--- src/rtl/multicycle_control_fsm.sv ---
// Main sequencer of the multi-cycle processor. Walks each instruction through
// fetch, decode, execute, memory and write-back. Drives the datapath strobes
// and the 2-bit alu_op for the ALU control unit. Memory states wait on
// mem_ready and abort to FETCH with a bus_error pulse if the wait runs too long.
module multicycle_control_fsm #(
    parameter int MEM_TIMEOUT = 16,
    parameter int CNT_W       = 16
) (
    input  logic             clk,
    input  logic             rst,
    input  logic [3:0]       opcode,
    input  logic             zero,
    input  logic             mem_ready,
    output logic             pc_write,
    output logic             pc_write_cond,
    output logic [1:0]       pc_source,
    output logic             ir_write,
    output logic             i_or_d,
    output logic             mem_read,
    output logic             mem_write,
    output logic             mem_to_reg,
    output logic             reg_write,
    output logic             reg_dst,
    output logic             alu_src_a,
    output logic [1:0]       alu_src_b,
    output logic [1:0]       alu_op,
    output logic [3:0]       state,
    output logic             illegal_op,
    output logic             bus_error,
    output logic [CNT_W-1:0] instr_retired
);

    localparam int TO_W = $clog2(MEM_TIMEOUT);
    localparam logic [TO_W-1:0] TO_LAST = TO_W'(MEM_TIMEOUT - 1);

    typedef enum logic [3:0] {
        S_FETCH   = 4'd0,
        S_DECODE  = 4'd1,
        S_MEMADDR = 4'd2,
        S_MEMRD   = 4'd3,
        S_LWB     = 4'd4,
        S_MEMWR   = 4'd5,
        S_EXEC    = 4'd6,
        S_RWB     = 4'd7,
        S_BRANCH  = 4'd8,
        S_JUMP    = 4'd9
    } state_t;

    state_t           state_r;
    state_t           state_nxt_s;
    logic [TO_W-1:0]  to_cnt_r;
    logic [TO_W-1:0]  to_cnt_nxt_s;
    logic             illegal_op_r;
    logic             bus_error_r;
    logic [CNT_W-1:0] instr_retired_r;
    logic             wait_s;
    logic             abort_s;
    logic             illegal_s;
    logic             retire_s;

    // The zero flag qualifies pc_write_cond inside the datapath; the
    // sequencer itself never branches on it.
    logic unused_zero_s;
    assign unused_zero_s = zero;

    assign state         = state_r;
    assign illegal_op    = illegal_op_r;
    assign bus_error     = bus_error_r;
    assign instr_retired = instr_retired_r;

    // Next-state selection plus wait/abort/retire qualifiers.
    always_comb begin
        state_nxt_s = state_r;
        wait_s      = 1'b0;
        abort_s     = 1'b0;
        illegal_s   = 1'b0;
        retire_s    = 1'b0;
        case (state_r)
            S_FETCH: begin
                wait_s = 1'b1;
                if (mem_ready) begin
                    state_nxt_s = S_DECODE;
                end else if (to_cnt_r == TO_LAST) begin
                    state_nxt_s = S_FETCH;
                    abort_s     = 1'b1;
                end else begin
                    state_nxt_s = S_FETCH;
                end
            end
            S_DECODE: begin
                case (opcode)
                    4'b0000, 4'b0001: state_nxt_s = S_MEMADDR;
                    4'b0010, 4'b0011, 4'b0100, 4'b0101,
                    4'b0110, 4'b0111, 4'b1000, 4'b1001: state_nxt_s = S_EXEC;
                    4'b1010: state_nxt_s = S_BRANCH;
                    4'b1011: state_nxt_s = S_JUMP;
                    default: begin
                        state_nxt_s = S_FETCH;
                        illegal_s   = 1'b1;
                    end
                endcase
            end
            S_MEMADDR: begin
                if (opcode == 4'b0000) begin
                    state_nxt_s = S_MEMRD;
                end else begin
                    state_nxt_s = S_MEMWR;
                end
            end
            S_MEMRD: begin
                wait_s = 1'b1;
                if (mem_ready) begin
                    state_nxt_s = S_LWB;
                end else if (to_cnt_r == TO_LAST) begin
                    state_nxt_s = S_FETCH;
                    abort_s     = 1'b1;
                end else begin
                    state_nxt_s = S_MEMRD;
                end
            end
            S_LWB: begin
                state_nxt_s = S_FETCH;
                retire_s    = 1'b1;
            end
            S_MEMWR: begin
                wait_s = 1'b1;
                if (mem_ready) begin
                    state_nxt_s = S_FETCH;
                    retire_s    = 1'b1;
                end else if (to_cnt_r == TO_LAST) begin
                    state_nxt_s = S_FETCH;
                    abort_s     = 1'b1;
                end else begin
                    state_nxt_s = S_MEMWR;
                end
            end
            S_EXEC: state_nxt_s = S_RWB;
            S_RWB, S_BRANCH, S_JUMP: begin
                state_nxt_s = S_FETCH;
                retire_s    = 1'b1;
            end
            default: state_nxt_s = S_FETCH;
        endcase
    end

    // Wait counter: counts consecutive not-ready cycles in a memory state and
    // restarts from zero whenever a memory state is (re)entered.
    always_comb begin
        if (wait_s && !mem_ready && !abort_s) begin
            to_cnt_nxt_s = to_cnt_r + TO_W'(1'b1);
        end else begin
            to_cnt_nxt_s = {TO_W{1'b0}};
        end
    end

    // Datapath strobes decoded from the current state; all held low in reset.
    always_comb begin
        pc_write      = 1'b0;
        pc_write_cond = 1'b0;
        pc_source     = 2'b00;
        ir_write      = 1'b0;
        i_or_d        = 1'b0;
        mem_read      = 1'b0;
        mem_write     = 1'b0;
        mem_to_reg    = 1'b0;
        reg_write     = 1'b0;
        reg_dst       = 1'b0;
        alu_src_a     = 1'b0;
        alu_src_b     = 2'b00;
        alu_op        = 2'b00;
        if (rst) begin
            // Enables forced low; select fields keep their zero defaults.
            pc_write      = 1'b0;
            pc_write_cond = 1'b0;
            ir_write      = 1'b0;
            mem_read      = 1'b0;
            mem_write     = 1'b0;
            reg_write     = 1'b0;
        end else begin
            case (state_r)
                S_FETCH: begin
                    mem_read  = 1'b1;
                    alu_src_b = 2'b01;
                    alu_op    = 2'b11;
                    pc_write  = mem_ready;
                    ir_write  = mem_ready;
                end
                S_DECODE: begin
                    alu_src_b = 2'b11;
                    alu_op    = 2'b11;
                end
                S_MEMADDR: begin
                    alu_src_a = 1'b1;
                    alu_src_b = 2'b10;
                    alu_op    = 2'b10;
                end
                S_MEMRD: begin
                    mem_read = 1'b1;
                    i_or_d   = 1'b1;
                end
                S_LWB: begin
                    reg_write  = 1'b1;
                    mem_to_reg = 1'b1;
                end
                S_MEMWR: begin
                    mem_write = 1'b1;
                    i_or_d    = 1'b1;
                end
                S_EXEC: begin
                    alu_src_a = 1'b1;
                end
                S_RWB: begin
                    reg_write = 1'b1;
                    reg_dst   = 1'b1;
                end
                S_BRANCH: begin
                    alu_src_a     = 1'b1;
                    alu_op        = 2'b01;
                    pc_write_cond = 1'b1;
                    pc_source     = 2'b01;
                end
                S_JUMP: begin
                    pc_write  = 1'b1;
                    pc_source = 2'b10;
                end
                default: begin
                    alu_op = 2'b00;
                end
            endcase
        end
    end

    // State, wait counter, status pulses and retired-instruction counter.
    always_ff @(posedge clk) begin
        if (rst) begin
            state_r         <= S_FETCH;
            to_cnt_r        <= {TO_W{1'b0}};
            illegal_op_r    <= 1'b0;
            bus_error_r     <= 1'b0;
            instr_retired_r <= {CNT_W{1'b0}};
        end else begin
            state_r      <= state_nxt_s;
            to_cnt_r     <= to_cnt_nxt_s;
            illegal_op_r <= illegal_s;
            bus_error_r  <= abort_s;
            if (retire_s) begin
                instr_retired_r <= instr_retired_r + CNT_W'(1'b1);
            end else begin
                instr_retired_r <= instr_retired_r;
            end
        end
    end

endmodule

--- config.mk ---
export PLATFORM = sky130hd
export DESIGN_NAME = multicycle_control_fsm
export DESIGN_NICKNAME = d
export VERILOG_FILES = /design/src/rtl/multicycle_control_fsm.sv
export SDC_FILE = /design/constraint.sdc
export NUM_CORES = 1
export LEC_CHECK = 0
export CAP_MARGIN = 0
export CORE_UTILIZATION = 51
export DETAILED_ROUTE_END_ITERATION = 16
export PLACE_DENSITY = 0.9
export SETUP_SLACK_MARGIN = 0.2
export SYNTH_ARGS = -nofsm -noshare
export SYNTH_HDL_FRONTEND = slang
export SYNTH_SLANG_ARGS = --single-unit
--- constraint.sdc ---
create_clock -name clk -period 5.57 [get_ports clk]
set_input_delay 1.3925 -clock clk [delete_from_list [all_inputs] [get_ports clk]]
set_output_delay 1.3925 -clock clk [all_outputs]
set_load 0.01 [all_outputs]
-- Yosys cells after proc, flatten, opt, wreduce, memory -nomap -nowiden
Index checks and enable logic that the tools add are counted.
- flip-flop bits (word level): 26
- bits in latches: 0
- bits in writable memories: 0
- ROM bits: 0
- bits of input ports: 8
- output and inout bits: 38
- logic and storage cells: 89
- memories kept: 0
- $add $sub $neg: 2
- multipliers: 0
- div/mod/pow operators: 0
- order comparisons: 0
- equality and inequality tests: 21
- shift operators: 0
- mux-type cells: 41
- bitwise logic cells: 2
- reductions and logical operators: 18
- operators by type and width (operator ; number):
    == test 4 x 3 -> 1 bit, second input constant ; 8
    == test 4 bit, second input constant ; 7
    2-to-1 mux 1 bit ; 26
    case mux 4 bit (6 select lines) ; 1
    adder 16 x 1 -> 16 bit, second input constant ; 1
    == test 4 x 2 -> 1 bit, second input constant ; 4
    case mux 4 bit (4 select lines) ; 1
    OR reduction 2 bit ; 7
    2-to-1 mux 3 bit ; 4
    case mux 2 bit (3 select lines) ; 2
    OR reduction 12 bit ; 1
    == test 4 x 1 -> 1 bit, second input constant ; 2
    logical NOT 4 bit ; 2
    2-to-1 mux 2 bit ; 4
    OR reduction 8 bit ; 1
    OR reduction 3 bit ; 2
    adder 4 x 1 -> 4 bit, second input constant ; 1
    case mux 1 bit (2 select lines) ; 2
    case mux 2 bit (2 select lines) ; 1
    OR reduction 4 bit ; 1
    logical AND 1 bit ; 2
    logical NOT 1 bit ; 2
    NOT 1 bit ; 2

-- Logic depth before layout (Yosys ltp)
Gate-level depths: netlist of run 1.
- word-level depth: 8
- mapped depth: 7
- mapped depth without buffers: 5

-- Worst setup path before layout of run 1
Ideal clock, no wire load.
- path kind: input to output
- start: in rst
- end: out pc_write
- arrival time: 2.719 ns
- data required time: 4.178 ns
- setup slack: 1.459 ns
- cell stages on the path: 5
- path buffers: 1
- cell sequence: clkbuf_1 nor2_1 nand2_1 nor4b_1 or2_2
- cells in the longest elaborated chain, start to end: 1
- ends and longest elaborated chain (element ; RTL line ; text):
    start: declaration ; 10 ; input logic rst,
    2-to-1 mux 1 bit ; 171 ; if (rst) begin
    end: declaration ; 14 ; output logic pc_write,
No other way between the ends.

-- Worst setup path after layout of run 1
Ends and elaborated chain as after synthesis.

==> results of run 1 <==
-- per-layer routing --
metal | GRT usage, % | up-vias | wire length [um]
met5 | 0 | - | 0
met4 | 5.10 | 0 | 36
met3 | 4.84 | 4 | 133
met2 | 40.1 | 40 | 1710
met1 | 26.0 | 708 | 1540
li1 | - | 759 | -
-- synth_stat cells, types with 5 or more instances --
master and n:
nand2_1 11, clkbuf_1 6, o21ai_0 8, nor2_1 25
nor3_1 8, mux2_2 10, a21oi_1 10, mux2_1 5
nand3_1 8, nor2b_1 16, dfxtp_1 26, nand4_1 5
-- final cells by class --
cell class | count | area, um2 | share of cell area (%)
clock buffer | 3 | 22.5 | 1.08
inverter | 3 | 11.3 | 0.542
multi-input combinational | 151 | 1020 | 49.1
sequential | 26 | 520 | 25.1
tap | 44 | 55.1 | 2.65
timing repair buffer | 45 | 448 | 21.6
-- per-stage QoR --
stage | hold slack (ns) | worst slack [ns] | power [mW] | cell area, um2
3_5_place_dp | 0.435 | 0.706 | 0.268 | 2050
3_3_place_gp | 0.432 | 0.755 | 0.266 | 2050
4_1_cts | 0.458 | 0.701 | 0.345 | 2080
2_1_floorplan | 0.418 | 1.46 | 0.243 | 1630
5_1_grt | 0.479 | 0.518 | 0.360 | 2080
6_report | 0.457 | 0.651 | 0.343 | 2080
-- flip-flops by register name (all words and copies together) (netlist names) --
signal,count
to_cnt_r,4
state,4
bus_error,1
illegal_op,1
instr_retired,16
-- cells by family (layout without fill, tap and decap cells) --
group | after synthesis | count (layout) | share of synthesized area, %
fa+ha+maj | 2 | 2 | 1.53
compound gates | 34 | 34 | 16.3
buf+inv | 16 | 51 | 5.60
xor+xnor | 4 | 4 | 2.15
flops | 26 | 26 | 31.9
simple gates | 95 | 95 | 31.6
mux | 16 | 16 | 11.0
-- power breakdown --
part           switching (mW)  internal [mW]
Clock                  0.0533         0.0254
Sequential            0.00983          0.190
Combinational          0.0314         0.0331
Total                  0.0945          0.248
-- how the worst max path moves through the flow --
| stage | startpoint | to | slack, ns | depth (start not counted) |
|---|---|---|---|---|
| floorplan | rst | pc_write | 1.46 | 5 |
| detailed placement | rst | pc_write | 0.71 | 6 |
| global route | rst | pc_write | 0.52 | 6 |
| global placement | rst | pc_write | 0.75 | 6 |
| finish | rst | pc_write | 0.65 | 6 |
| CTS | rst | pc_write | 0.70 | 6 |
-- critical path: stages --
cell and delay, ns:
clkdlybuf4s50_1 0.43, nor2_1 0.36, nand2_1 0.21, nor4b_1 0.43, or2_2 0.19, clkdlybuf4s50_1 0.52
==> impl_metrics.json, run 1 <==
{
  "outcome": "finished clean",
  "totalWireLength_mm": 3.41,
  "min_from": "to_cnt_r[0]",
  "grt_overflow_total": 0,
  "finClkSkew_ns": 0.00967,
  "p_leak_nw": 0.721,
  "drive_gt1_share_pct": 10.5,
  "period_share_pct": 88.3,
  "yosys.area.top_type_share_pct": 31.9,
  "ant_nets": 0,
  "grt_use_total_pct": 21.9,
  "holdPathEnd": "to_cnt_r[0]",
  "crit_type": "input port to output port",
  "async_flop_share_pct": 0,
  "initial_core_util_pct": 53.4,
  "synth_edf_count": 0,
  "worstReg2RegStart": "state[1]",
  "finalHoldViolCount": 0,
  "critical_path_arrival_ns": 3.53,
  "ys_types": 44,
  "p_per_area_mw_per_mm2": 165,
  "layout_commonest_cell": "clkdlybuf4s50_1",
  "slew_violations": 0,
  "cts_buffers": 3,
  "cts_resized": 0,
  "drv_cap": 0,
  "drt-vias-per-instance": 5.56,
  "synth_seq_cells": 26,
  "ios": 46,
  "wl_per_cell_um": 12.5,
  "drc_errors": 0,
  "yosys_warnings": 0,
  "finalCriticalPeriod_ns": 4.92,
  "gp_congestion": 0.890,
  "synth_ff_type": "dfxtp_1",
  "num_vias": 1511,
  "max_freq_mhz": 203,
  "grt_start_max_net_pins": 35,
  "r2r_setup_slack_ns": 3.27,
  "placed_cells": 269,
  "irDropWorstVdd_mv": 0.188,
  "die_width_um": 58.6,
  "grt_pass1_wl_mm": 5.93,
  "cts_tree": "built",
  "syn_inst": 193,
  "row_count": 20,
  "synth_area_leaders": "dfxtp_1, mux2_2, nor2b_1",
  "cp.required_ns": 4.18,
  "relSlewSlack_pct": 50.4,
  "antenna_cells": 0,
  "fillCellCount": 271,
  "antenna_found_initial": 0,
  "hpwlAfterDp_mm": 2.53,
  "worst_pin_slew_ns": 0.743,
  "post-route-util_pct": 68.0,
  "setup_viol": 0,
  "clkLatencyLatePin_ns": 0.32,
  "path_clk_slew_ns": 0.12,
  "start_kind": "input port",
  "root_buffer": "clkbuf_4",
  "num-nets-final": 240,
  "dr.pass1.iters": 4,
  "yosysTopAreaCell": "dfxtp_1",
  "rsz0062_at_grt": "false",
  "reg2reg_depth": 4,
  "syn2layout_area_growth_pct": 27.3,
  "grt_pass1_vias": 1400,
  "netlist_area_mm2": 0.00163,
  "h-tree-depth": 1,
  "postCtsHoldBufs": 0,
  "dieHeight_um": 58.6,
  "worst_setup_path_end_kind": "output port",
  "io_buffers": 44,
  "die-area_mm2": 0.00343,
  "post_cts_buffers": 0,
  "syn-num-nets": 203,
  "final_cells": 272,
  "holdPathStages": 1,
  "fin_setup_tns_ns": 0,
  "r2r-end": "instr_retired[10]",
  "drtIter0Drc": 39,
  "crit_fanout": 7,
  "cts.sinks": 26,
  "hp-class": "flop to flop",
  "ys_seq_area_share_pct": 31.9,
  "avgSynthCellArea_um2": 8.45,
  "clockBufferDepth": 2,
  "final_cell_mix": "clkdlybuf4s50_1, dfxtp_1, nor2_1, nor2b_1, nand2_1",
  "core_mm2": 0.00305
}
(Power assumes the default switching activity.)
==> run 2: changes to the inputs <==
--- a/config.mk
+++ b/config.mk
@@ -7,6 +7,7 @@
 export LEC_CHECK = 0
 export CAP_MARGIN = 0
 export CORE_UTILIZATION = 51
+export CTS_CLUSTER_SIZE = 10
 export DETAILED_ROUTE_END_ITERATION = 16
 export PLACE_DENSITY = 0.9
 export SETUP_SLACK_MARGIN = 0.2
==> results of run 2 <==
Same layout as run 1: the final DEF is identical, and so are final timing and power.
==> run 3: changes to the inputs <==
--- a/config.mk
+++ b/config.mk
@@ -6,10 +6,12 @@
 export NUM_CORES = 1
 export LEC_CHECK = 0
 export CAP_MARGIN = 0
-export CORE_UTILIZATION = 51
+export CELL_PAD_IN_SITES_DETAIL_PLACEMENT = 1
+export CELL_PAD_IN_SITES_GLOBAL_PLACEMENT = 1
+export CORE_UTILIZATION = 37
 export CTS_CLUSTER_SIZE = 10
 export DETAILED_ROUTE_END_ITERATION = 16
-export PLACE_DENSITY = 0.9
+export PLACE_DENSITY = 0.84
 export SETUP_SLACK_MARGIN = 0.2
 export SYNTH_ARGS = -nofsm -noshare
 export SYNTH_HDL_FRONTEND = slang
==> impl_metrics.json, run 3 (synthesis gave the netlist of run 1 again) <==
{
  "fin_area_mm2": 0.00214,
  "ios": 46,
  "antenna_cells": 0,
  "cts.sinks": 26,
  "layout_commonest_cell": "clkdlybuf4s50_1",
  "finClkSkew_ns": 0.00361,
  "totalWireLength_mm": 4.16,
  "placed_cells": 276,
  "place_area_mm2": 0.00207,
  "die_width_um": 68.4,
  "drv_cap": 0,
  "antenna_found_initial": 0,
  "p_leak_nw": 0.747,
  "crit_type": "input port to output port",
  "num_vias": 1518,
  "critical_path_arrival_ns": 3.22,
  "outcome": "finished clean",
  "period_share_pct": 82.8,
  "crit_chain": "clkdlybuf4s50_1 -> nor2_1 -> nand2_1 -> nor4b_1 -> or2_2 -> clkdlybuf4s50_1",
  "crit_fanout": 5,
  "io_buffers": 44,
  "drc_errors": 0,
  "path_clk_slew_ns": 0.10,
  "setup_viol": 0,
  "start_kind": "input port",
  "clockBufferDepth": 2,
  "cts_buffers": 3,
  "dr.pass1.iters": 4,
  "postCtsHoldBufs": 0,
  "worst_setup_path_end_kind": "output port",
  "hpwlAfterDp_mm": 2.82,
  "max_stage_delay_ns": 0.52,
  "irDropWorstVdd_mv": 0.0864,
  "final_cells": 280,
  "largest_register_ffs": 16,
  "dieHeight_um": 68.4,
  "die-area_mm2": 0.00468,
  "hp-class": "flop to flop",
  "max_freq_mhz": 217,
  "h-tree-depth": 1,
  "initial_core_util_pct": 39.6,
  "syn2layout_area_growth_pct": 31.2,
  "ant_nets": 0,
  "grt_overflow_total": 0,
  "grt_use_total_pct": 18.7,
  "relSlewSlack_pct": 44.8,
  "cts_tree": "built",
  "wl_per_cell_um": 14.8,
  "slew_violations": 0,
  "cp_common_cell": "clkdlybuf4s50_1",
  "core_mm2": 0.00412,
  "num-nets-final": 241,
  "p_per_area_mw_per_mm2": 200,
  "total_power_mw": 0.427,
  "grt_pass1_wl_mm": 6.63,
  "root_buffer": "clkbuf_8",
  "worst_pin_slew_ns": 0.827,
  "drt-vias-per-instance": 5.42,
  "cpMaxStageDelayCell": "clkdlybuf4s50_1",
  "cts_resized": 0,
  "fin_setup_tns_ns": 0,
  "drive_gt1_share_pct": 11.3,
  "final_cell_mix": "clkdlybuf4s50_1, dfxtp_1, nor2_1, nor2b_1, nand2_1",
  "grt_pass1_vias": 1430,
  "gp_congestion": 0.789,
  "grt_start_max_net_pins": 35,
  "drtIter0Drc": 72,
  "finalCriticalPeriod_ns": 4.61,
  "row_count": 23,
  "clkLatencyLatePin_ns": 0.28,
  "cp.required_ns": 4.18,
  "post_cts_buffers": 0,
  "rsz0062_at_grt": "false",
  "finalHoldViolCount": 0
}
==> run 3: cell types whose count changed in the layout (fill, tap and decap cells not counted) <==
cell / change
clkbuf_4: -3
buf_4: +1
clkbuf_8: +3
bufinv_16: +1
==> run 3: report_power, final <==
part / internal [mW] / switching, mW / total [mW] / leakage, nW
clock network: 0.0963 / 0.0647 / 0.161 / 0.0357
logic: 0.0337 / 0.0327 / 0.0664 / 0.501
registers: 0.189 / 0.0107 / 0.200 / 0.210
total: 0.319 / 0.108 / 0.427 / 0.747
==> run 3: per-layer routing <==
metal / wire length (um) / GRT usage, % / up-vias
met4: 70 / 7.03 / 0
li1: - / - / 765
met2: 1930 / 30.9 / 24
met1: 2040 / 24.4 / 722
met5: 0 / 0 / -
met3: 108 / 2.67 / 7
==> run 3: critical path, delay by kind of cell <==
kind / cells / cell delay [ns]
buffers and inverters: 2 / 0.94
AND/OR/NAND/NOR: 4 / 0.88
==> run 3: stage by stage <==
| step | hold slack [ns] | worst slack, ns | utilization [%] |
|---|---|---|---|
| floorplan | 0.418 | 1.46 | - |
| global placement | 0.435 | 1.00 | 50.3 |
| detailed placement | 0.442 | 0.939 | 50.3 |
| CTS | 0.465 | 0.936 | 52.0 |
| global route | 0.497 | 0.755 | 52.0 |
| finish | 0.465 | 0.958 | 52.0 |
==> run 3: path summary, 6_finish.rpt <==
kind	slack, ns	startpoint	endpoint	depth (start not counted)
max reg2reg	3.16	state[1]	instr_retired[9]	4
min reg2reg	0.47	to_cnt_r[0]	to_cnt_r[0]	1
max	0.96	rst	pc_write	6
min	0.47	to_cnt_r[0]	to_cnt_r[0]	1
==> run 3: area by class of cell <==
type | count | area [um2]
repair buffers | 46 | 455
flip-flops and latches | 26 | 520
clock buffers | 3 | 41.3
multi-input cells | 151 | 1020
inverters | 3 | 11.3
clock inverters | 1 | 30.0
well taps | 50 | 62.6
fillers | 497 | 1970
